[src/rtl/intadd_pkg.sv]
// -----------------------------------------------------------------------------
// intadd_pkg
// Shared definitions for the 4x32-bit integer add operand collector:
// the datapath geometry and the collector FSM state encoding.
// -----------------------------------------------------------------------------
package intadd_pkg;

    localparam int LANE_W = 32;
    localparam int LANES  = 4;
    localparam int DATA_W = LANE_W * LANES;

    typedef enum logic [2:0] {
        IDLE = 3'd0,  // waiting for an instruction
        RD0  = 3'd1,  // issue read of src0
        RD1  = 3'd2,  // issue read of src1
        WAIT = 3'd3,  // drain outstanding register-file reads
        EXEC = 3'd4,  // capture adder result
        OUT  = 3'd5   // present result until accepted
    } state_e;

endpackage : intadd_pkg

[src/rtl/intadd_rd_track.sv]
// -----------------------------------------------------------------------------
// intadd_rd_track
// Shift-register tracker for fixed-latency register-file reads. Each issued
// read enters a {valid, sel} pair at stage 0; the pair reaches the last stage
// exactly RD_LAT cycles later, in the same cycle the read data is on the bus.
//
// Ports:
//   clk        in   clock
//   rst        in   synchronous active-high reset, clears all stages
//   issue      in   a read is issued this cycle
//   sel        in   destination operand of the issued read (0 = op0, 1 = op1)
//   cap_valid  out  read data present this cycle
//   cap_sel    out  destination operand for the present read data
//   pend_more  out  reads still in flight besides the one being captured now
// -----------------------------------------------------------------------------
module intadd_rd_track #(
    parameter int RD_LAT = 1
) (
    input  logic clk,
    input  logic rst,
    input  logic issue,
    input  logic sel,
    output logic cap_valid,
    output logic cap_sel,
    output logic pend_more
);

    logic [RD_LAT-1:0] vld_q, vld_d;
    logic [RD_LAT-1:0] sel_q, sel_d;
    logic [RD_LAT-1:0] vld_inner;

    // NOTE: every signal assigned in an always_comb gets a value on every path
    // (defaults first); a missed path would otherwise infer a latch.
    always_comb begin
        vld_d[0] = issue;
        sel_d[0] = sel;
        for (int i = 1; i < RD_LAT; i++) begin
            vld_d[i] = vld_q[i-1];
            sel_d[i] = sel_q[i-1];
        end
    end

    // NOTE: state registers use non-blocking assignments so every flop samples
    // the pre-edge values, independent of statement order.
    always_ff @(posedge clk) begin
        if (rst) begin
            vld_q <= '0;
            sel_q <= '0;
        end else begin
            vld_q <= vld_d;
            sel_q <= sel_d;
        end
    end

    assign cap_valid = vld_q[RD_LAT-1];
    assign cap_sel   = sel_q[RD_LAT-1];

    // Everything except the output stage is still waiting for its data.
    always_comb begin
        vld_inner           = vld_q;
        vld_inner[RD_LAT-1] = 1'b0;
    end

    assign pend_more = |vld_inner;

endmodule : intadd_rd_track

[src/rtl/intadd_opnd_collect.sv]
// -----------------------------------------------------------------------------
// intadd_opnd_collect
// Operand collector for the 4x32-bit integer add unit. Accepts one add
// instruction at a time, reads both 128-bit operands through a single
// fixed-latency register-file read port, drives the external combinational
// lane adder from registers, and returns the registered result with its tag
// behind a valid/ready handshake.
//
// Ports:
//   clk, rst                   clock, synchronous active-high reset
//   in_valid / in_ready        instruction handshake (ready only in IDLE)
//   in_src0_idx, in_src1_idx   operand register indices
//   in_sign_s0, in_sign_s1     operand signedness flags
//   in_tag                     instruction tag
//   rf_rd_en, rf_rd_addr       register-file read request
//   rf_rd_data                 read data, valid RD_LAT cycles after rf_rd_en
//   add_src0, add_src1         operands to the adder (held from registers)
//   add_sign_s0, add_sign_s1   sign flags to the adder
//   add_dst                    combinational adder result
//   out_valid / out_ready      result handshake
//   out_dst, out_tag           registered result and its tag
// -----------------------------------------------------------------------------
module intadd_opnd_collect
    import intadd_pkg::*;
#(
    parameter int AW     = 5,
    parameter int TAG_W  = 4,
    parameter int RD_LAT = 1   // legal range 1..3
) (
    input  logic              clk,
    input  logic              rst,

    input  logic              in_valid,
    output logic              in_ready,
    input  logic [AW-1:0]     in_src0_idx,
    input  logic [AW-1:0]     in_src1_idx,
    input  logic              in_sign_s0,
    input  logic              in_sign_s1,
    input  logic [TAG_W-1:0]  in_tag,

    output logic              rf_rd_en,
    output logic [AW-1:0]     rf_rd_addr,
    input  logic [DATA_W-1:0] rf_rd_data,

    output logic [DATA_W-1:0] add_src0,
    output logic [DATA_W-1:0] add_src1,
    output logic              add_sign_s0,
    output logic              add_sign_s1,
    input  logic [DATA_W-1:0] add_dst,

    output logic              out_valid,
    input  logic              out_ready,
    output logic [DATA_W-1:0] out_dst,
    output logic [TAG_W-1:0]  out_tag
);

    state_e             state_q, state_d;
    logic [AW-1:0]      src0_q, src0_d;
    logic [AW-1:0]      src1_q, src1_d;
    logic               sign0_q, sign0_d;
    logic               sign1_q, sign1_d;
    logic [TAG_W-1:0]   tag_q, tag_d;
    logic [DATA_W-1:0]  op0_q, op0_d;
    logic [DATA_W-1:0]  op1_q, op1_d;
    logic [DATA_W-1:0]  out_dst_q, out_dst_d;
    logic [TAG_W-1:0]   out_tag_q, out_tag_d;

    logic same_idx;
    logic issue, issue_sel;
    logic cap_valid, cap_sel, pend_more;

    // A same-index instruction needs only one read; its data feeds both operands.
    assign same_idx = (src0_q == src1_q);

    intadd_rd_track #(
        .RD_LAT (RD_LAT)
    ) u_rd_track (
        .clk       (clk),
        .rst       (rst),
        .issue     (issue),
        .sel       (issue_sel),
        .cap_valid (cap_valid),
        .cap_sel   (cap_sel),
        .pend_more (pend_more)
    );

    always_comb begin
        state_d    = state_q;
        src0_d     = src0_q;
        src1_d     = src1_q;
        sign0_d    = sign0_q;
        sign1_d    = sign1_q;
        tag_d      = tag_q;
        op0_d      = op0_q;
        op1_d      = op1_q;
        out_dst_d  = out_dst_q;
        out_tag_d  = out_tag_q;
        in_ready   = 1'b0;
        out_valid  = 1'b0;
        rf_rd_en   = 1'b0;
        rf_rd_addr = '0;
        issue      = 1'b0;
        issue_sel  = 1'b0;

        // Operand capture runs independently of the state: the tracker says
        // when the read bus carries data and which operand it belongs to.
        if (cap_valid) begin
            if (!cap_sel)            op0_d = rf_rd_data;
            if (cap_sel || same_idx) op1_d = rf_rd_data;
        end

        unique case (state_q)
            IDLE: begin
                // Held low during the reset cycle itself.
                in_ready = !rst;
                if (in_valid) begin
                    src0_d  = in_src0_idx;
                    src1_d  = in_src1_idx;
                    sign0_d = in_sign_s0;
                    sign1_d = in_sign_s1;
                    tag_d   = in_tag;
                    state_d = RD0;
                end
            end
            RD0: begin
                rf_rd_en   = 1'b1;
                rf_rd_addr = src0_q;
                issue      = 1'b1;
                issue_sel  = 1'b0;
                state_d    = same_idx ? WAIT : RD1;
            end
            RD1: begin
                rf_rd_en   = 1'b1;
                rf_rd_addr = src1_q;
                issue      = 1'b1;
                issue_sel  = 1'b1;
                state_d    = WAIT;
            end
            WAIT: begin
                // Leaves once the read being captured this cycle is the last.
                if (!pend_more) state_d = EXEC;
            end
            EXEC: begin
                out_dst_d = add_dst;
                out_tag_d = tag_q;
                state_d   = OUT;
            end
            OUT: begin
                out_valid = 1'b1;
                if (out_ready) state_d = IDLE;
            end
            default: state_d = IDLE;
        endcase
    end

    always_ff @(posedge clk) begin
        if (rst) begin
            state_q   <= IDLE;
            src0_q    <= '0;
            src1_q    <= '0;
            sign0_q   <= 1'b0;
            sign1_q   <= 1'b0;
            tag_q     <= '0;
            op0_q     <= '0;
            op1_q     <= '0;
            out_dst_q <= '0;
            out_tag_q <= '0;
        end else begin
            state_q   <= state_d;
            src0_q    <= src0_d;
            src1_q    <= src1_d;
            sign0_q   <= sign0_d;
            sign1_q   <= sign1_d;
            tag_q     <= tag_d;
            op0_q     <= op0_d;
            op1_q     <= op1_d;
            out_dst_q <= out_dst_d;
            out_tag_q <= out_tag_d;
        end
    end

    assign add_src0    = op0_q;
    assign add_src1    = op1_q;
    assign add_sign_s0 = sign0_q;
    assign add_sign_s1 = sign1_q;
    assign out_dst     = out_dst_q;
    assign out_tag     = out_tag_q;

endmodule : intadd_opnd_collect
[config.mk]
export PLATFORM = sky130hd
export DESIGN_NAME = intadd_opnd_collect
export DESIGN_NICKNAME = d
export VERILOG_FILES = /design/src/rtl/intadd_pkg.sv /design/src/rtl/intadd_rd_track.sv /design/src/rtl/intadd_opnd_collect.sv
export SDC_FILE = /design/constraint.sdc
export NUM_CORES = 1
export LEC_CHECK = 0
export BUFFER_PORTS_ARGS = -buffer_cell sky130_fd_sc_hd__buf_2
export CAP_MARGIN = 15
export CELL_PAD_IN_SITES_DETAIL_PLACEMENT = 2
export CELL_PAD_IN_SITES_GLOBAL_PLACEMENT = 2
export CORE_MARGIN = 5
export CORE_UTILIZATION = 25
export CTS_CLUSTER_DIAMETER = 30
export CTS_CLUSTER_SIZE = 14
export DETAILED_ROUTE_END_ITERATION = 10
export GPL_TIMING_DRIVEN = 0
export PLACE_DENSITY = 0.76
export SLEW_MARGIN = 15
export SYNTH_ARGS = -nofsm -noshare
export SYNTH_HDL_FRONTEND = slang
export SYNTH_HIERARCHICAL = 1
export SYNTH_SLANG_ARGS = --single-unit
[constraint.sdc]
create_clock -name clk -period 1.4 [get_ports clk]
set_clock_uncertainty 0.05 [all_clocks]
set_input_delay 0.07 -clock clk [delete_from_list [all_inputs] [get_ports clk]]
set_output_delay 0.07 -clock clk [all_outputs]
set_load 0.01 [all_outputs]
# Yosys cells after proc, flatten, opt, wreduce, memory -nomap -nowiden
# Index checks and enable logic that the tools add are counted.
[word_totals]
ff_bits = 409
latch_bits = 0
ramBits = 0
rom_bits = 0
out_inout_bits = 398
wordCells = 38
mem_count = 0
[op_classes]
add_sub_neg = 0
n_mul = 0
div = 0
n_lt_le_gt_ge = 0
n_eq_ne = 8
shift = 0
n_mux = 9
n_bitwise = 1
n_reduce_logical = 8
[op_table]
columns = ["op", "count"]
rows = [
  ["case mux 3 bit (6 select lines)", 1],
  ["case mux 5 bit (2 select lines)", 1],
  ["AND reduction 2 bit", 4],
  ["== test 3 x 2 -> 1 bit, second input constant", 2],
  ["== test 3 bit, second input constant", 2],
  ["two-way mux 3 bit", 2],
  ["== test 5 bit", 1],
  ["two-way mux 1 bit", 5],
  ["inequality test 2 bit, second input constant", 2],
  ["== test 3 x 1 -> 1 bit, second input constant", 1],
  ["logical NOT 3 bit", 1],
  ["OR reduction 2 bit", 1],
  ["logical NOT 1 bit", 1],
  ["logical OR 1 bit", 1],
  ["NOT 1 bit", 1],
]

# Logic depth before layout (Yosys ltp)
[logic_depth]
depth_word = 3
depth_mapped = 8

# Hierarchy
# Netlist, hierarchy kept.
[modules_own_cells]
columns = ["mod", "n_inst", "cells_each", "area_each_um2", "seq_area_each_um2"]
rows = [
  ["intadd_opnd_collect", 1, 2269, 18491.5, 8147.8],
  ["intadd_rd_track", 1, 6, 63.8, 40.0],
]

# Least setup slack after synthesis
# Ideal clock, no wire load.
[synth_timing]
path_type = "reg2reg"
start = "register src1_q[2]"
end = "register op1_q[100] (netlist: add_src1[100])"
arrival_time_ns = 1.288
required_ns = 1.208
path_slack_ns = -0.080
path_stages_with_launch = 6
n_path_buf = 2
synth_period_minus_slack_ns = 1.480
path_cell_list = "dfxtp_1 > xor2_1 > nor3_2 > buf_2 > buf_2 > o221ai_2"
[synth_via]
elab_chain_len = 3
[synth_lines]
columns = ["item", "line_no", "source"]
rows = [
  ["from (decl)", "intadd_opnd_collect.sv:59", "logic [AW-1:0] src1_q, src1_d;"],
  ["from (signal assigned)", "intadd_opnd_collect.sv:171", "src1_q <= src1_d;"],
  ["== test 5 bit", "intadd_opnd_collect.sv:73", "assign same_idx = (src0_q == src1_q);"],
  ["logical OR 1 bit", "intadd_opnd_collect.sv:109", "if (cap_sel || same_idx) op1_d = rf_rd_data;"],
  ["AND reduction 2 bit (no line)", "-", ""],
  ["to (signal assigned)", "intadd_opnd_collect.sv:176", "op1_q <= op1_d;"],
  ["to (decl)", "intadd_opnd_collect.sv:64", "logic [DATA_W-1:0] op1_q, op1_d;"],
]
# No other way between the ends.
# A chain may end at the register's enable or synchronous reset.

# Final worst setup path
[layout_timing]
start = "register u_rd_track.vld_q (netlist: u_rd_track/cap_valid)"
end = "register op1_q[121] (netlist: add_src1[121])"
[layout_via]
elab_chain_len = 1
[layout_lines]
columns = ["item", "line_no", "source"]
rows = [
  ["from (decl)", "intadd_rd_track.sv:28", "logic [RD_LAT-1:0] vld_q, vld_d;"],
  ["from (signal assigned)", "intadd_rd_track.sv:50", "vld_q <= vld_d;"],
  ["AND reduction 2 bit (no line)", "-", ""],
]
# No other way between the ends.

==> out/metrics.cfg <==
[run_status]
status = complete, but fails checks
violations = negative setup slack

[sta]
max_slew_margin = 0.301
worst_pin_slew_ps = 1050
max_freq_mhz = 510
period_share = 1.40
hold_viol = 0
setup_slack_ps = -560
setup_viol = 423
drv_slew = 0
rsz0062_at_grt = yes
hold_slack_ps = 141
finalCriticalPeriod_ps = 1960

[placed_design]
pre_cts_slack_ps = -1040
place_congestion = 0.829
dpl.hpwl_mm = 74.1
io_buffer_count = 673

[logic_synthesis]
synth_compound_area_frac = 0.294
synthFlopType = dfxtp_1
muxShareOfSynthArea = 0
synth_edf_count = 0
ys_types = 30
yosysWarnings = 6
syn-num-nets = 2551
yosysSeqAreaShare = 0.441
synth_simple_gate_area_frac = 0.182
synth.area.top_cells = dfxtp_1 (44%), nand2_1 (14%), o221ai_2 (8.1%), a21oi_1 (7.5%), a2bb2oi_1 (6.0%)
synth_fa_ha_area_frac = 0
synthCells = 2275
yosysTopAreaCellShare = 0.441
yosys.area.top_type = dfxtp_1
synth.avg_cell_area_sq_um = 8.16
syn_area_sq_um = 18600
yosys_register_bits = 409
synth-async-reset-ratio = 0
synth_xor_xnor_area_share = 0.00236
synth_top_family_by_area = compound AO/OA/AOI/OAI gates

[floorplan]
die_h_microns = 282
die-area_sq_um = 79800
start_util = 0.253
row_count = 99
design.core.area_sq_um = 73300
die_w_microns = 282
io_pins = 674

[pwr]
peakVddDrop_uv = 953
leakagePower_nw = 13.8
power_mw = 65.0
p_per_area_nw_per_um2 = 1940

[cts]
cts_buffers = 120
cts.path.max_buffers = 3
h-tree-depth = 3
cts-root-buf = clkbuf_16
cts_tree = done
insertion_delay_ps = 650
clock-sinks = 409
clkTransAtPathRegs_ps = 50

[drt]
wl_met3_mm = 9.40
wirelength_mm = 145
vias = 24600
drt_iter0_drc = 1539
wl_met1_mm = 51.6
via_per_inst = 5.49
postRouteAntennaNets = 0
dr.pass1.iters = 6
drc = 0
wl_met2_mm = 72.9
routed.top_layer = met5
wl_per_cell_microns = 32.2

[grt]
grt_pass1_vias = 27500
grt_start_max_net_pins = 19
grt_pass1_wl_mm = 185
grtUsageTotal = 0.305
gr-total-overflow = 0
antenna_found_initial = 18

[final_layout]
fill_cells = 7738
syn2layout_area_growth_pct = 80.9
final_cell_mix = buf_2 (677), nand2_1 (676), dfxtp_1 (394), dlygate4sd3_1 (275), a21oi_1 (266)
drive_gt1_frac = 0.393
final_common_cell = buf_2
layout.nets = 3688

[critical_path]
r2r_slack_ps = -560
required_ps = 1830
crit_type = flop to flop
cp-end-kind = flop
path_max_fanout = 10
crit_arrival_ps = 2390
start_kind = flop

[hold_path]
hold_class = input port to flop

[job]
cap_violations = 0

==> worst max-delay path, cell delays in order, from the launching register on <==
cell and delay, ps:
dfxtp_4 370, and2_1 170, buf_4 190, buf_4 210, a2bb2oi_1 210, o31a_1 390
o221ai_4 180
==> layout make-up <==
cell class,count,area (sq um),share of cell area
antenna,17,42.5,0.00127
buffer,218,1920,0.0572
clock buffer,151,3310,0.0986
clock inverter,72,1090,0.0325
inverter,128,480,0.0143
multi-input combinational,1516,9900,0.295
sequential,409,8240,0.246
tap,959,1200,0.0358
timing repair buffer,1019,7380,0.220
==> what timing repair did <==
item,4_1_cts,5_1_grt
setup buffers,22,18
resized for setup,289,265
hold endpoints to repair,404,0
hold buffers,275,0
cloned,6,26
setup endpoints to repair,415,424
pin swaps,13,25
==> cell usage after synthesis (all sizes together), types with 4 or more instances <==
library cell,count
nor2,10
a22oi,5
xor2,5
nand3,128
nor2b,8
o31a,128
o221ai,128
a21oi,278
buf,118
dfxtp,409
a2bb2oi,128
inv,128
clkbuf,104
nand2,683
and2,4
==> metal layers <==
layer,vias to the layer above,GRT usage
li1,10300,-
met1,12400,0.322
met2,1373,0.559
met3,569,0.0699
met4,4,0.168
met5,-,0
==> kinds of logic after synthesis <==
| logic type | count (synthesis) |
|---|---|
| compound gates | 671 |
| xor+xnor | 5 |
| buf+inv | 350 |
| flops | 409 |
| other cells | 1 |
| simple gates | 839 |
==> stage by stage <==
step / TNS [ps] / std cells / instance area, sq um / utilization
floorplan: -5390 / 2275 / 18600 / -
global placement: -365190 / 3907 / 23200 / 0.316
detailed placement: -325260 / 3907 / 23200 / 0.316
CTS: -71180 / 4430 / 31500 / 0.430
global route: -122090 / 4485 / 33500 / 0.457
finish: -102170 / 4489 / 33600 / 0.458
==> where the power goes <==
group | internal, mW | switching (mW)
sequential | 13.2 | 1.62
combinational | 8.62 | 10.9
clock | 20.6 | 10.0
total | 42.4 | 22.5
==> sequential cells by signal, indices dropped and copies added, names as in the netlist <==
register              count
add_src0                128
add_src1                128
out_dst                 128
src0_q                    5
src1_q                    5
out_tag                   4
tag_q                     4
state_q                   3
add_sign_s0               1
add_sign_s1               1
u_rd_track/cap_sel        1
u_rd_track/cap_valid      1
==> worst paths after layout <==
kind | startpoint | to | depth (start not counted)
setup / recovery | u_rd_track/cap_valid$_SDFF_PP0_ | add_src1[121]$_SDFFE_PP0P_ | 6
hold / removal | add_dst[99] | out_dst[99]$_SDFFE_PP0P_ | 4
setup reg to reg | u_rd_track/cap_valid$_SDFF_PP0_ | add_src1[121]$_SDFFE_PP0P_ | 6
hold reg to reg | add_src0[59]$_SDFFE_PP0P_ | add_src0[59]$_SDFFE_PP0P_ | 2
Power figures use the tool's default switching activity.
